==> config.mk <==
export PLATFORM = sky130hd
export DESIGN_NAME = sprite_pixel_profiler
export DESIGN_NICKNAME = d
export VERILOG_FILES = /design/src/rtl/genius_pkg.sv /design/src/rtl/sprite_channel_counter.sv /design/src/rtl/sprite_pixel_profiler.sv
export SDC_FILE = /design/constraint.sdc
export NUM_CORES = 1
export LEC_CHECK = 0
export ABC_AREA = 1
export BUFFER_PORTS_ARGS = -buffer_cell sky130_fd_sc_hd__buf_2
export CAP_MARGIN = 0
export CORE_ASPECT_RATIO = 1.75
export CORE_MARGIN = 8
export CORE_UTILIZATION = 65
export CTS_CLUSTER_SIZE = 8
export DETAILED_ROUTE_END_ITERATION = 8
export HOLD_SLACK_MARGIN = 0.03
export PLACE_DENSITY_LB_ADDON = 0.15
export SYNTH_ARGS = -nofsm -noshare
export SYNTH_HDL_FRONTEND = slang
export SYNTH_SLANG_ARGS = --single-unit
==> constraint.sdc <==
create_clock -name CLOCK_25 -period 2.9 [get_ports CLOCK_25]
set_input_delay 0.29 -clock CLOCK_25 [delete_from_list [all_inputs] [get_ports CLOCK_25]]
set_output_delay 0.29 -clock CLOCK_25 [all_outputs]
set_load 0.02 [all_outputs]
==> src/rtl/genius_pkg.sv <==
`default_nettype none
// ============================================================================
//  Module      : genius_pkg
//  Description : Shared VGA timing constants, default counter width and the
//                profiler state encoding for the Genius pixel path.
//  Revision    : 1.0  initial release
// ============================================================================
package genius_pkg;

  // 640x480 @ 60 Hz timing on the 25 MHz pixel clock
  localparam int H_ACTIVE = 640;
  localparam int V_ACTIVE = 480;
  localparam int H_TOTAL  = 800;
  localparam int V_TOTAL  = 525;

  // 19 bits hold one whole frame of clocks (800*525 = 420000)
  localparam int DEFAULT_CNT_W = 19;

  typedef enum logic [1:0] {
    WAIT_SYNC = 2'd0,
    COUNT     = 2'd1,
    DRAIN     = 2'd2
  } state_t;

endpackage
`default_nettype wire

==> src/rtl/sprite_channel_counter.sv <==
`default_nettype none
// ============================================================================
//  Module      : sprite_channel_counter
//  Description : One profiler channel: saturating live counter, sticky
//                saturation flag and the per-frame snapshot register.
//  Revision    : 1.0  initial release
// ============================================================================
module sprite_channel_counter
  import genius_pkg::*;
#(
  parameter int CNT_W = DEFAULT_CNT_W
) (
  input  logic             clk_i,
  input  logic             rst_i,
  input  logic             inc_i,        // qualified increment for this clock
  input  logic             clear_i,      // frame boundary: restart live count
  input  logic             snap_i,       // frame boundary: capture live count
  output logic [CNT_W-1:0] snap_count_o,
  output logic             snap_sat_o
);

  localparam logic [CNT_W-1:0] MAX_COUNT = '1;

  logic [CNT_W-1:0] live_q, live_d;
  logic             sat_q, sat_d;
  logic [CNT_W-1:0] snap_q, snap_d;
  logic             snap_sat_q, snap_sat_d;

  // Next-state: the boundary clock itself belongs to the new frame, so the
  // live counter restarts at that clock's increment rather than at zero.
  always_comb begin
    live_d     = live_q;
    sat_d      = sat_q;
    snap_d     = snap_q;
    snap_sat_d = snap_sat_q;
    if (snap_i) begin
      snap_d     = live_q;
      snap_sat_d = sat_q;
    end
    if (clear_i) begin
      live_d = CNT_W'(inc_i);
      sat_d  = 1'b0;
    end else if (inc_i) begin
      if (live_q == MAX_COUNT) begin
        sat_d = 1'b1;
      end else begin
        live_d = live_q + CNT_W'(1);
      end
    end
  end

  // Channel registers with synchronous reset
  always_ff @(posedge clk_i) begin
    if (rst_i) begin
      live_q     <= '0;
      sat_q      <= 1'b0;
      snap_q     <= '0;
      snap_sat_q <= 1'b0;
    end else begin
      live_q     <= live_d;
      sat_q      <= sat_d;
      snap_q     <= snap_d;
      snap_sat_q <= snap_sat_d;
    end
  end

  assign snap_count_o = snap_q;
  assign snap_sat_o   = snap_sat_q;

endmodule
`default_nettype wire

==> src/rtl/sprite_pixel_profiler.sv <==
`default_nettype none
// ============================================================================
//  Module      : sprite_pixel_profiler
//  Description : Per-frame, per-channel sprite-enable pixel counter. Snapshots
//                all channels at each VS falling edge and streams them out
//                over valid/ready, flagging frames dropped while draining.
//  Revision    : 1.0  initial release
// ============================================================================
module sprite_pixel_profiler
  import genius_pkg::*;
#(
  parameter int N_CH  = 8,
  parameter int CNT_W = DEFAULT_CNT_W
) (
  input  logic             CLOCK_25,
  input  logic             RESET,
  input  logic [N_CH-1:0]  SPRITES_EN,
  input  logic             VGA_BLANK_N,
  input  logic             VGA_VS,
  input  logic             COUNT_MODE,
  output logic             OUT_VALID,
  input  logic             OUT_READY,
  output logic [3:0]       OUT_CH,
  output logic [CNT_W-1:0] OUT_COUNT,
  output logic             OUT_SAT,
  output logic             OUT_LAST,
  output logic [7:0]       FRAME_ID,
  output logic             FRAME_DROP
);

  localparam logic [3:0] LAST_CH = 4'(N_CH - 1);

  state_t     state_q, state_d;
  logic       vs_prev_q;
  logic       mode_q, mode_d;
  logic [3:0] ch_q, ch_d;
  logic       valid_q, valid_d;
  logic [7:0] frame_cnt_q, frame_cnt_d;
  logic [7:0] frame_id_q, frame_id_d;
  logic       drop_q, drop_d;

  logic             fb;
  logic             qual;
  logic             count_ok;
  logic             snap_load;
  logic             beat_acc;
  logic             last_ch;
  logic [N_CH-1:0]  inc;
  logic [CNT_W-1:0] snap_count [N_CH];
  logic [N_CH-1:0]  snap_sat;
  logic [CNT_W-1:0] sel_count;
  logic             sel_sat;

  // Frame boundary is the falling edge of the active-low VS
  assign fb        = ~VGA_VS & vs_prev_q;
  // The boundary clock already counts under the newly latched mode
  assign qual      = mode_d | VGA_BLANK_N;
  assign count_ok  = (state_q != WAIT_SYNC) | fb;
  assign snap_load = fb & (state_q == COUNT);
  assign beat_acc  = valid_q & OUT_READY;
  assign last_ch   = (ch_q == LAST_CH);
  assign inc       = SPRITES_EN & {N_CH{qual & count_ok}};

  for (genvar gi = 0; gi < N_CH; gi++) begin : g_ch
    sprite_channel_counter #(
      .CNT_W (CNT_W)
    ) u_cnt (
      .clk_i        (CLOCK_25),
      .rst_i        (RESET),
      .inc_i        (inc[gi]),
      .clear_i      (fb),
      .snap_i       (snap_load),
      .snap_count_o (snap_count[gi]),
      .snap_sat_o   (snap_sat[gi])
    );
  end

  // Next state, drain sequencing and frame numbering
  always_comb begin
    state_d     = state_q;
    mode_d      = mode_q;
    ch_d        = ch_q;
    valid_d     = valid_q;
    frame_cnt_d = frame_cnt_q;
    frame_id_d  = frame_id_q;
    drop_d      = 1'b0;
    if (fb) begin
      mode_d = COUNT_MODE;
    end
    case (state_q)
      WAIT_SYNC: begin
        if (fb) begin
          state_d = COUNT;
        end
      end
      COUNT: begin
        if (fb) begin
          frame_cnt_d = frame_cnt_q + 8'd1;
          frame_id_d  = frame_cnt_q + 8'd1;
          ch_d        = 4'd0;
          valid_d     = 1'b1;
          state_d     = DRAIN;
        end
      end
      DRAIN: begin
        // Overrun: snapshot is kept, only the frame number moves on
        if (fb) begin
          frame_cnt_d = frame_cnt_q + 8'd1;
          drop_d      = 1'b1;
        end
        if (beat_acc) begin
          if (last_ch) begin
            ch_d    = 4'd0;
            valid_d = 1'b0;
            state_d = COUNT;
          end else begin
            ch_d = ch_q + 4'd1;
          end
        end
      end
      default: begin
        state_d = WAIT_SYNC;
      end
    endcase
  end

  // Control registers with synchronous reset; VS history resets high
  always_ff @(posedge CLOCK_25) begin
    if (RESET) begin
      state_q     <= WAIT_SYNC;
      vs_prev_q   <= 1'b1;
      mode_q      <= 1'b0;
      ch_q        <= 4'd0;
      valid_q     <= 1'b0;
      frame_cnt_q <= 8'd0;
      frame_id_q  <= 8'd0;
      drop_q      <= 1'b0;
    end else begin
      state_q     <= state_d;
      vs_prev_q   <= VGA_VS;
      mode_q      <= mode_d;
      ch_q        <= ch_d;
      valid_q     <= valid_d;
      frame_cnt_q <= frame_cnt_d;
      frame_id_q  <= frame_id_d;
      drop_q      <= drop_d;
    end
  end

  // Drain multiplexer selecting the snapshot of the current beat's channel
  always_comb begin
    sel_count = '0;
    sel_sat   = 1'b0;
    for (int i = 0; i < N_CH; i++) begin
      if (ch_q == 4'(i)) begin
        sel_count = snap_count[i];
        sel_sat   = snap_sat[i];
      end
    end
  end

  assign OUT_VALID  = valid_q;
  assign OUT_CH     = valid_q ? ch_q : 4'd0;
  assign OUT_COUNT  = valid_q ? sel_count : '0;
  assign OUT_SAT    = valid_q & sel_sat;
  assign OUT_LAST   = valid_q & last_ch;
  assign FRAME_ID   = frame_id_q;
  assign FRAME_DROP = drop_q;

endmodule
`default_nettype wire

==> results.txt <==
Fin Setup TNS = 0 ps
antenna cells = 0
most numerous cell in the Yosys netlist = nand2_1
syn_nets = 2697
power per cell area = 682 nW/um2
core area = 27000 um2
fill cell count = 2366
final hold viol count = 0
Post-Route Skew = 21.1 ps
CTS tree = built
critical path arrival = 2520 ps
routed wire length = 55600 um
Async SR Flop Fraction = 0
mapped cell area = 17700 um2
routability cong. = 1.04
vias in the first global route = 16.9k
Seq/Total Area, Yosys = 0.392
worst path required time = 2610 ps
# Max-Cap Violations = 0
nets = 2700
crit path time final = 2810 ps
synth top area cells = dfxtp_1 (39%), nand2_1 (14%), nor2_1 (8.4%)
Clk pin slew, worst setup/hold paths = 50 ps
Worst Setup Start Kind = flop
clock sinks = 346
Placed Cells = 2941
cells after synthesis = 2667
wire per inst = 18.5 um
GRT met1 Usage = 0.337
clock root cell = clkbuf_16
Num CTS Buffers = 49
largest net degree at the start of global routing = 107
Pre-antenna DRT Iters = 8
Max Freq = 0.356 GHz
VDD IR-drop max = 0.482 mV
chip height = 234 um
CP endpoint kind = output pin
yosys warns = 0
worst rel slew slack = 0.633
H-Tree Depth = 2
Vias = 17.6k
Slew Limit Fails = 0
detailed-placement wirelength estimate = 39400 um
Initial Util = 0.654
die area = 32900 um2
Most used DFF post-synth = dfxtp_1
status = finished, final reports clean
area leader, netlist = dfxtp_1
# rows = 80
non-filler cells in the finished layout = 3000
initial antenna violation count = 0
worst slew pin tran = 549 ps
Skew-Pair Late Insertion Delay = 570 ps
worst hold slack = 59.7 ps
LEAKAGE = 7.44 nW
Antenna Violating Nets Remaining = 0
multi-input logic area = 9360 um2
R2R Path Start = state_q[0]
1st-iter DRT viols = 1294
Seq. cell area = 6930 um2
global route overflow = 0
Final setup violation count = 0
# port buffers = 48
Setup WS post-layout = 93.4 ps
Hold Crit Start = COUNT_MODE
top cells by count, synth = nand2_1 (678), nor2_1 (395), dfxtp_1 (346), a21oi_1 (296), o21ai_0 (228)
Via density = 5.87
IO Pins = 49
Avg Inst Size Synth = 6.62 um2
GR Util met3 = 0.0526
Tot GR Track Use = 0.333
RSZ-0062 raised after global routing = no
Post-route DRC = 0
Clock Tree Buf Depth = 3
Distinct cells, synth = 38
pre-CTS setup slack = 380 ps
first-pass GRT wire length = 87100 um
Crit Path Class = reg -> out
Worst Setup SP = ch_q[0]
Area Overhead vs Synth = 9.94%
EDFF count, synth = 0
Yosys reg bits = 346
Die X = 141 um
crit path max fanout = 20
worst min-delay path class = in -> reg
met2 Resource Use GR = 0.599
crit share post-route = 0.968
share of layout cells above drive strength 1 = 0.0707
GR peak layer = met2
share of the synthesized area in the top cell type = 0.392
## cells by family after synthesis
family | synth area share
and+or+nand+nor | 0.302
DFF | 0.392
adders and majority gates | 0.0113
buffers and inverters | 0.0814
AOI/OAI and AO/OA | 0.153
xor gates and xnor gates | 0.0600
## critical path, stage by stage (launching register included)
cell	delay, ps
dfxtp_1	350
ha_1	260
nand2_1	210
buf_4	280
nand2_1	90
inv_1	100
nand2_1	70
nand4_1	70
nand2_1	70
a21oi_1	250
buf_2	230
## area by class of cell
cell class	instances	area share
Multi-Input combinational cell	1970	0.482
Sequential cell	346	0.357
Clock buffer	49	0.0631
Inverter	218	0.0439
Timing Repair Buffer	81	0.0291
Tap cell	328	0.0211
Clock inverter	4	0.00258
Timing Repair inverter	4	0.00142
## power breakdown
group,internal [mW],switching [mW],leakage [nW]
registers,5.22,0.332,2.81
clock network,2.97,2.04,0.626
logic,0.770,1.92,4.00
total,8.95,4.29,7.44
## metal layers
| layer | wire length (um) | vias up |
|---|---|---|
| met1 | 19600 | 8134 |
| met3 | 3430 | 238 |
| li1 | - | 8521 |
| met4 | 4610 | 0 |
| met5 | 0 | - |
| met2 | 27900 | 726 |
## flip-flops by register name (all words and copies together) (netlist names)
name                     count
OUT_VALID                    1
frame_cnt_q                  8
g_ch.u_cnt.snap_count_o    152
ch_q                         4
vs_prev_q                    1
g_ch.u_cnt.snap_sat_o        8
state_q                      2
g_ch.u_cnt.sat_q             8
FRAME_DROP                   1
g_ch.u_cnt.live_q          152
FRAME_ID                     8
mode_q                       1
## per-stage QoR
stage / utilization / power (mW) / cell area [um2]
5_1_grt: 0.719 / 13.8 / 19400
3_3_place_gp: 0.667 / 8.16 / 18000
4_1_cts: 0.716 / 13.2 / 19300
2_1_floorplan: - / 7.34 / 17700
3_5_place_dp: 0.667 / 8.20 / 18000
6_report: 0.719 / 13.2 / 19400
## layout by cell type, fill, tap and decap left out, drive strengths merged, types with 3 or more instances in the layout
master    count
clkinv        4
ha           16
o21a          3
clkinvlp      7
nand2       689
o21ai       228
clkbuf       49
inv         215
nand3       140
xor2         72
nand3b       13
nor2        401
xnor2        49
o21bai        4
a21oi       296
nor3         18
dfxtp       346
buf          80
nand4        32
## final timing paths
path / slack, ps / depth (start not counted) / to
max: 90 / 10 / OUT_COUNT[2]
min reg2reg: 450 / 2 / g_ch[6].u_cnt.snap_count_o[9]
max reg2reg: 740 / 9 / g_ch[1].u_cnt.live_q[12]
min: 60 / 3 / mode_q
## timing repair
action,in CTS,in global routing
hold buffers,1,0
hold endpoints to repair,1,0
setup buffers,0,1
gates cloned,1,3
resized for setup,7,13
endpoints found under the setup margin,20,20
Note: power is estimated with default switching activity, not from simulation.
